File: src/rtl/gb_apu_pkg.sv
// Shared frame-sequencer constants: step width, per-step strobe masks and the step type.
package gb_apu_pkg;

  localparam int FS_STEP_W = 3;

  // Bit n of each mask says whether executing step n fires that unit.
  localparam logic [7:0] FS_LENGTH_MASK = 8'b0101_0101;
  localparam logic [7:0] FS_SWEEP_MASK  = 8'b0100_0100;
  localparam logic [7:0] FS_ENV_MASK    = 8'b1000_0000;

  typedef logic [FS_STEP_W-1:0] fs_step_t;

endpackage

File: src/rtl/gb_apu_frame_sequencer_if.sv
// Frame-sequencer bus: timer-side inputs and the modulation-unit strobes.
interface gb_apu_frame_sequencer_if
  import gb_apu_pkg::*;
#(
  parameter int DIV_W = 16
);

  logic             apu_enable;
  logic             double_speed;
  logic [DIV_W-1:0] div_counter;
  logic             clk_length_ctr;
  logic             clk_sweep;
  logic             clk_envelope;
  fs_step_t         step;
  logic             length_pending;

  modport master (
    output apu_enable,
    output double_speed,
    output div_counter,
    input  clk_length_ctr,
    input  clk_sweep,
    input  clk_envelope,
    input  step,
    input  length_pending
  );

  modport slave (
    input  apu_enable,
    input  double_speed,
    input  div_counter,
    output clk_length_ctr,
    output clk_sweep,
    output clk_envelope,
    output step,
    output length_pending
  );

endinterface

File: src/rtl/gb_apu_falling_edge.sv
// Registers the DIV tap and flags its 1->0 transitions combinationally in the current cycle.
module gb_apu_falling_edge (
  input  logic clk,
  input  logic reset,
  input  logic in,
  output logic pulse
);

  logic div_prev;

  // Tracks the tap every cycle, independent of APU power, so a re-enable never sees a stale edge.
  always_ff @(posedge clk or negedge reset) begin
    if (!reset) begin
      div_prev <= 1'b0;
    end else begin
      div_prev <= in;
    end
  end

  assign pulse = div_prev & ~in;

endmodule

File: src/rtl/gb_apu_frame_sequencer.sv
// 512 Hz APU frame sequencer: walks an 8-step pattern on DIV-bit falling edges and emits
// single-cycle length (256 Hz), sweep (128 Hz) and envelope (64 Hz) strobes.
module gb_apu_frame_sequencer
  import gb_apu_pkg::*;
#(
  parameter int DIV_W   = 16,
  parameter int DIV_BIT = 12
) (
  input  logic                     clk,
  input  logic                     reset,
  gb_apu_frame_sequencer_if.slave  bus
);

  localparam int TAP_HI = DIV_BIT + 1;

  logic     tap_p0;
  logic     tick_p0;
  fs_step_t step_q;
  logic     length_p1;
  logic     sweep_p1;
  logic     env_p1;

  assign tap_p0 = bus.double_speed ? bus.div_counter[TAP_HI] : bus.div_counter[DIV_BIT];

  gb_apu_falling_edge u_edge (
    .clk   (clk),
    .reset (reset),
    .in    (tap_p0),
    .pulse (tick_p0)
  );

  // ---- stage p0 -> p1: strobes decode the step being executed, then step advances
  always_ff @(posedge clk or negedge reset) begin
    if (!reset) begin
      step_q    <= '0;
      length_p1 <= 1'b0;
      sweep_p1  <= 1'b0;
      env_p1    <= 1'b0;
    end else if (!bus.apu_enable) begin
      // Powered off: pattern parked at step 0, and a coincident tick is dropped.
      step_q    <= '0;
      length_p1 <= 1'b0;
      sweep_p1  <= 1'b0;
      env_p1    <= 1'b0;
    end else if (tick_p0) begin
      step_q    <= step_q + 1'b1;
      length_p1 <= FS_LENGTH_MASK[step_q];
      sweep_p1  <= FS_SWEEP_MASK[step_q];
      env_p1    <= FS_ENV_MASK[step_q];
    end else begin
      length_p1 <= 1'b0;
      sweep_p1  <= 1'b0;
      env_p1    <= 1'b0;
    end
  end

  assign bus.clk_length_ctr = length_p1;
  assign bus.clk_sweep      = sweep_p1;
  assign bus.clk_envelope   = env_p1;
  assign bus.step           = step_q;
  assign bus.length_pending = FS_LENGTH_MASK[step_q];

endmodule

File: src/flat_wrapper.sv
// flat-port wrapper written by rule: the top's interface ports become plain ports
module gb_apu_frame_sequencer_flat import gb_apu_pkg::*;
#(
  parameter int DIV_W   = 16,
  parameter int DIV_BIT = 12
)
  (clk, reset, bus_apu_enable, bus_double_speed, bus_div_counter, bus_clk_length_ctr, bus_clk_sweep, bus_clk_envelope, bus_step, bus_length_pending);
  gb_apu_frame_sequencer_if #(.DIV_W(DIV_W)) bus_i ();
  input  logic clk;
  input  logic reset;
  input wire logic [$bits(bus_i.apu_enable)-1:0] bus_apu_enable;
  input wire logic [$bits(bus_i.double_speed)-1:0] bus_double_speed;
  input wire logic [$bits(bus_i.div_counter)-1:0] bus_div_counter;
  output wire logic [$bits(bus_i.clk_length_ctr)-1:0] bus_clk_length_ctr;
  output wire logic [$bits(bus_i.clk_sweep)-1:0] bus_clk_sweep;
  output wire logic [$bits(bus_i.clk_envelope)-1:0] bus_clk_envelope;
  output wire logic [$bits(bus_i.step)-1:0] bus_step;
  output wire logic [$bits(bus_i.length_pending)-1:0] bus_length_pending;
  assign bus_i.apu_enable = bus_apu_enable;
  assign bus_i.double_speed = bus_double_speed;
  assign bus_i.div_counter = bus_div_counter;
  assign bus_clk_length_ctr = bus_i.clk_length_ctr;
  assign bus_clk_sweep = bus_i.clk_sweep;
  assign bus_clk_envelope = bus_i.clk_envelope;
  assign bus_step = bus_i.step;
  assign bus_length_pending = bus_i.length_pending;
  gb_apu_frame_sequencer #(.DIV_W(DIV_W), .DIV_BIT(DIV_BIT)) u_core (.clk(clk), .reset(reset), .bus(bus_i));
endmodule
File: config.mk
export PLATFORM = sky130hd
export DESIGN_NAME = gb_apu_frame_sequencer_flat
export DESIGN_NICKNAME = d
export VERILOG_FILES = /design/src/rtl/gb_apu_pkg.sv /design/src/rtl/gb_apu_frame_sequencer_if.sv /design/src/rtl/gb_apu_falling_edge.sv /design/src/rtl/gb_apu_frame_sequencer.sv /design/src/flat_wrapper.sv
export SDC_FILE = /design/constraint.sdc
export NUM_CORES = 1
export LEC_CHECK = 0
export BUFFER_PORTS_ARGS = -buffer_cell sky130_fd_sc_hd__buf_2
export CAP_MARGIN = 5
export CORE_AREA = 2 2 39 41
export DETAILED_ROUTE_END_ITERATION = 10
export DIE_AREA = 0 0 41 43
export MAX_ROUTING_LAYER = met4
export PLACE_DENSITY = 0.53
export SYNTH_ARGS = -nofsm -noshare
export SYNTH_HDL_FRONTEND = slang
export SYNTH_SLANG_ARGS = --single-unit
File: constraint.sdc
create_clock -name clk -period 1.2 [get_ports clk]
set_clock_uncertainty 0.2 [all_clocks]
set_input_delay 0.18 -clock clk [delete_from_list [all_inputs] [get_ports clk]]
set_output_delay 0.18 -clock clk [all_outputs]
set_load 0.1 [all_outputs]
==> impl_metrics.ini <==
[timing]
finalSetupViolations = 8
post-route-period-util = 1.232
holdWs_ps = -0.9649
maxSlewHeadroom = 0.8419
layout_setup_ws_ps = -278.2
timing.fmax_ghz = 0.6765
hold_violations = 1
grt_setup_unrepaired = yes
setup-tns-final_ps = -1569
drv_slew = 0
min_period_ps = 1478
worst_pin_slew_ps = 232.6

[final_layout]
drive_above_1_share = 0.7308
multiInputGateArea_um2 = 150.1
seqCellArea_um2 = 187.7
fillCellCount = 129
area_delta_synth_final_pct = 118.0
num_antenna_cells = 0
stdcell_count = 68
num-nets-final = 76
layout_commonest_cell = buf_12
mostFrequentLayoutCells = buf_12 (7), buf_6 (6), buf_2 (5)
postLayoutCellArea_um2 = 668.1

[pwr]
power_frac_comb = 0.358
switchingPower_mw = 0.2348
p_int_mw = 0.4959
sw_frac_of_total = 0.3214
max-vdd-ir-drop_mv = 0.7996
leakagePower_nw = 0.3233
power_frac_clock = 0.281
powerDensity_mw_per_mm2 = 1094
p_total_mw = 0.7307
pwr-share-seq = 0.361

[place]
placedCellCount = 59
place.gp.congestion = 0.7041
dp_slack_ps = -213.5
place_area_um2 = 570.5
dp.final_hpwl_um = 465.5
port_buffers = 12

[clock_tree]
clk_pin_slew_ps = 50
cts_made_buffers = 3
cts_sinks = 7
clockBufferDepth = 2
htreeDepth = 1
clkLatencyLatePin_ps = 240
cts-root-buf = clkbuf_4
cts_tree = yes

[outcome]
violations = hold timing, setup timing
outcome = finished with violations

[worst_setup_path]
start_kind = flip-flop
path_max_fanout = 2
arrival_ps = 1100
crit_chain = buf_6 > buf_6 > buf_12
crit_type = reg -> out
critical-path-top-delay-family = flip-flops
critPathBufInv = 3
path_common_cell = buf_6
critPathCaptureType = primary output
slowest_stage = dfrtp_4
critPathMaxStageDelay_ps = 470
crit_required_ps = 820

[yosys]
synthSimpleGateAreaFrac = 0.1510
ys_warn_count = 0
synth.cell_area_um2 = 306.5
synthAdderAreaFrac = 0.1224
synth_xor_area_frac = 0
synth-seq-area-share = 0.5714
yosys-top-cells-area = dfrtp_1 (57%), ha_1 (12%), mux2i_2 (4.5%)
yosysTopAreaCell = dfrtp_1
syn_inst = 25
synth_mux_area_frac = 0.07755
synth_compound_area_frac = 0.05306
synth_top_family_by_area = simple AND/OR/NAND/NOR gates
synth_nets = 48
synth_top_area_frac = 0.5714
synth-seq-cells = 7
synth.avg_cell_area_um2 = 12.26
ys_types = 12

[routing]
wl_met1_um = 217
wl_per_cell_um = 9.426
drt_iter0_markers = 4
via_count = 282
vias_per_cell = 4.147
drt_first_pass_iters = 2
wl_um = 641
ant_nets = 0
dr_wl_met2_um = 363
wl_met3_um = 59
drc_errors = 0
topRoutingLayerUsed = met3

[job]
maxCapViolCount = 0

[floorplan]
io-pin-count = 27
die_h_um = 43
core_area_mm2 = 0.001384
initial_core_util = 0.2215
dieArea_mm2 = 0.001763
rows = 14
die_x_um = 41

[min_path]
hold_path.class = in -> reg

[grt]
grt_max_degree = 8
grt_overflow = 0
antenna_found_initial = 0
grt_usage = 0.09356
grt_pass1_wl_um = 966
grt_pass1_vias = 243
## metal layers
metal  global-route usage  vias up
li1                     -      139
met1              0.09967      130
met2               0.1219       13
met3              0.07853        0
met4              0.04000        0
met5                    -        -
## area by class of cell
class,instances,share of cell area
well taps,16,0.02996
repair buffers,23,0.4082
flip-flops and latches,7,0.2809
clock buffers,4,0.03933
multi-input cells,16,0.2247
inverters,2,0.01685
## logic make-up (layout without fill, tap and decap cells)
kind of cell | Yosys count | in the layout
simple gates | 9 | 9
flops | 7 | 7
fa+ha+maj | 3 | 3
compound gates | 2 | 2
mux | 2 | 2
buf+inv | 2 | 29
## cells in the mapped netlist (all sizes together)
cell type	number
mux2i	2
and3	2
nor2	1
nand3	2
inv	2
dfrtp	7
o211a	1
ha	3
and2	1
o22ai	1
nand2	3
## worst register-to-register path: stages, from the launching register on
cell     delay (ps)
dfrtp_4         470
buf_6           120
buf_4           130
ha_4            250
nand3_2          60
o211a_1         110
## power by group through the flow
stage	registers (mW)	logic, mW	clock network (mW)
after floorplan	0.335	0.0600	0
final	0.264	0.261	0.205
after global routing	0.265	0.274	0.240
after global placement	0.267	0.230	0
after detailed placement	0.267	0.232	0
after CTS	0.264	0.256	0.215
## worst paths after layout
path                                        start                endpoint  slack, ps  depth (start not counted)
min in group asynchronous                   reset    u_core.bus.clk_sweep        100                          2
setup reg to reg               u_core.bus.step[1]      u_core.bus.step[1]       -240                          5
hold / removal                bus_div_counter[13]  u_core.u_edge.div_prev         -1                          3
setup / recovery               u_core.bus.step[1]             bus_step[1]       -280                          3
max in group asynchronous                   reset      u_core.bus.step[1]        530                          2
hold reg to reg            u_core.u_edge.div_prev      u_core.bus.step[1]        380                          2
## state kept, by name (all words and copies together), names as in the netlist
name and flops:
u_core.bus.clk_length_ctr 1, u_core.u_edge.div_prev 1, u_core.bus.step 3, u_core.bus.clk_envelope 1, u_core.bus.clk_sweep 1
## metrics by stage
step             util  hold slack, ps
2_1_floorplan       -          -315.6
3_3_place_gp   0.4123          -180.8
3_5_place_dp   0.4123          -181.4
4_1_cts        0.4684          -1.636
5_1_grt        0.4828           12.52
6_report       0.4828         -0.9649
## what timing repair did
action                                 4_1_cts  5_1_grt
setup endpoints to repair                   11       12
gates resized for setup                      5        3
endpoints found under the hold margin        8        0
hold buffers                                 1        0
setup buffers                                3        1
No activity file was read; power rests on OpenSTA's default activity.
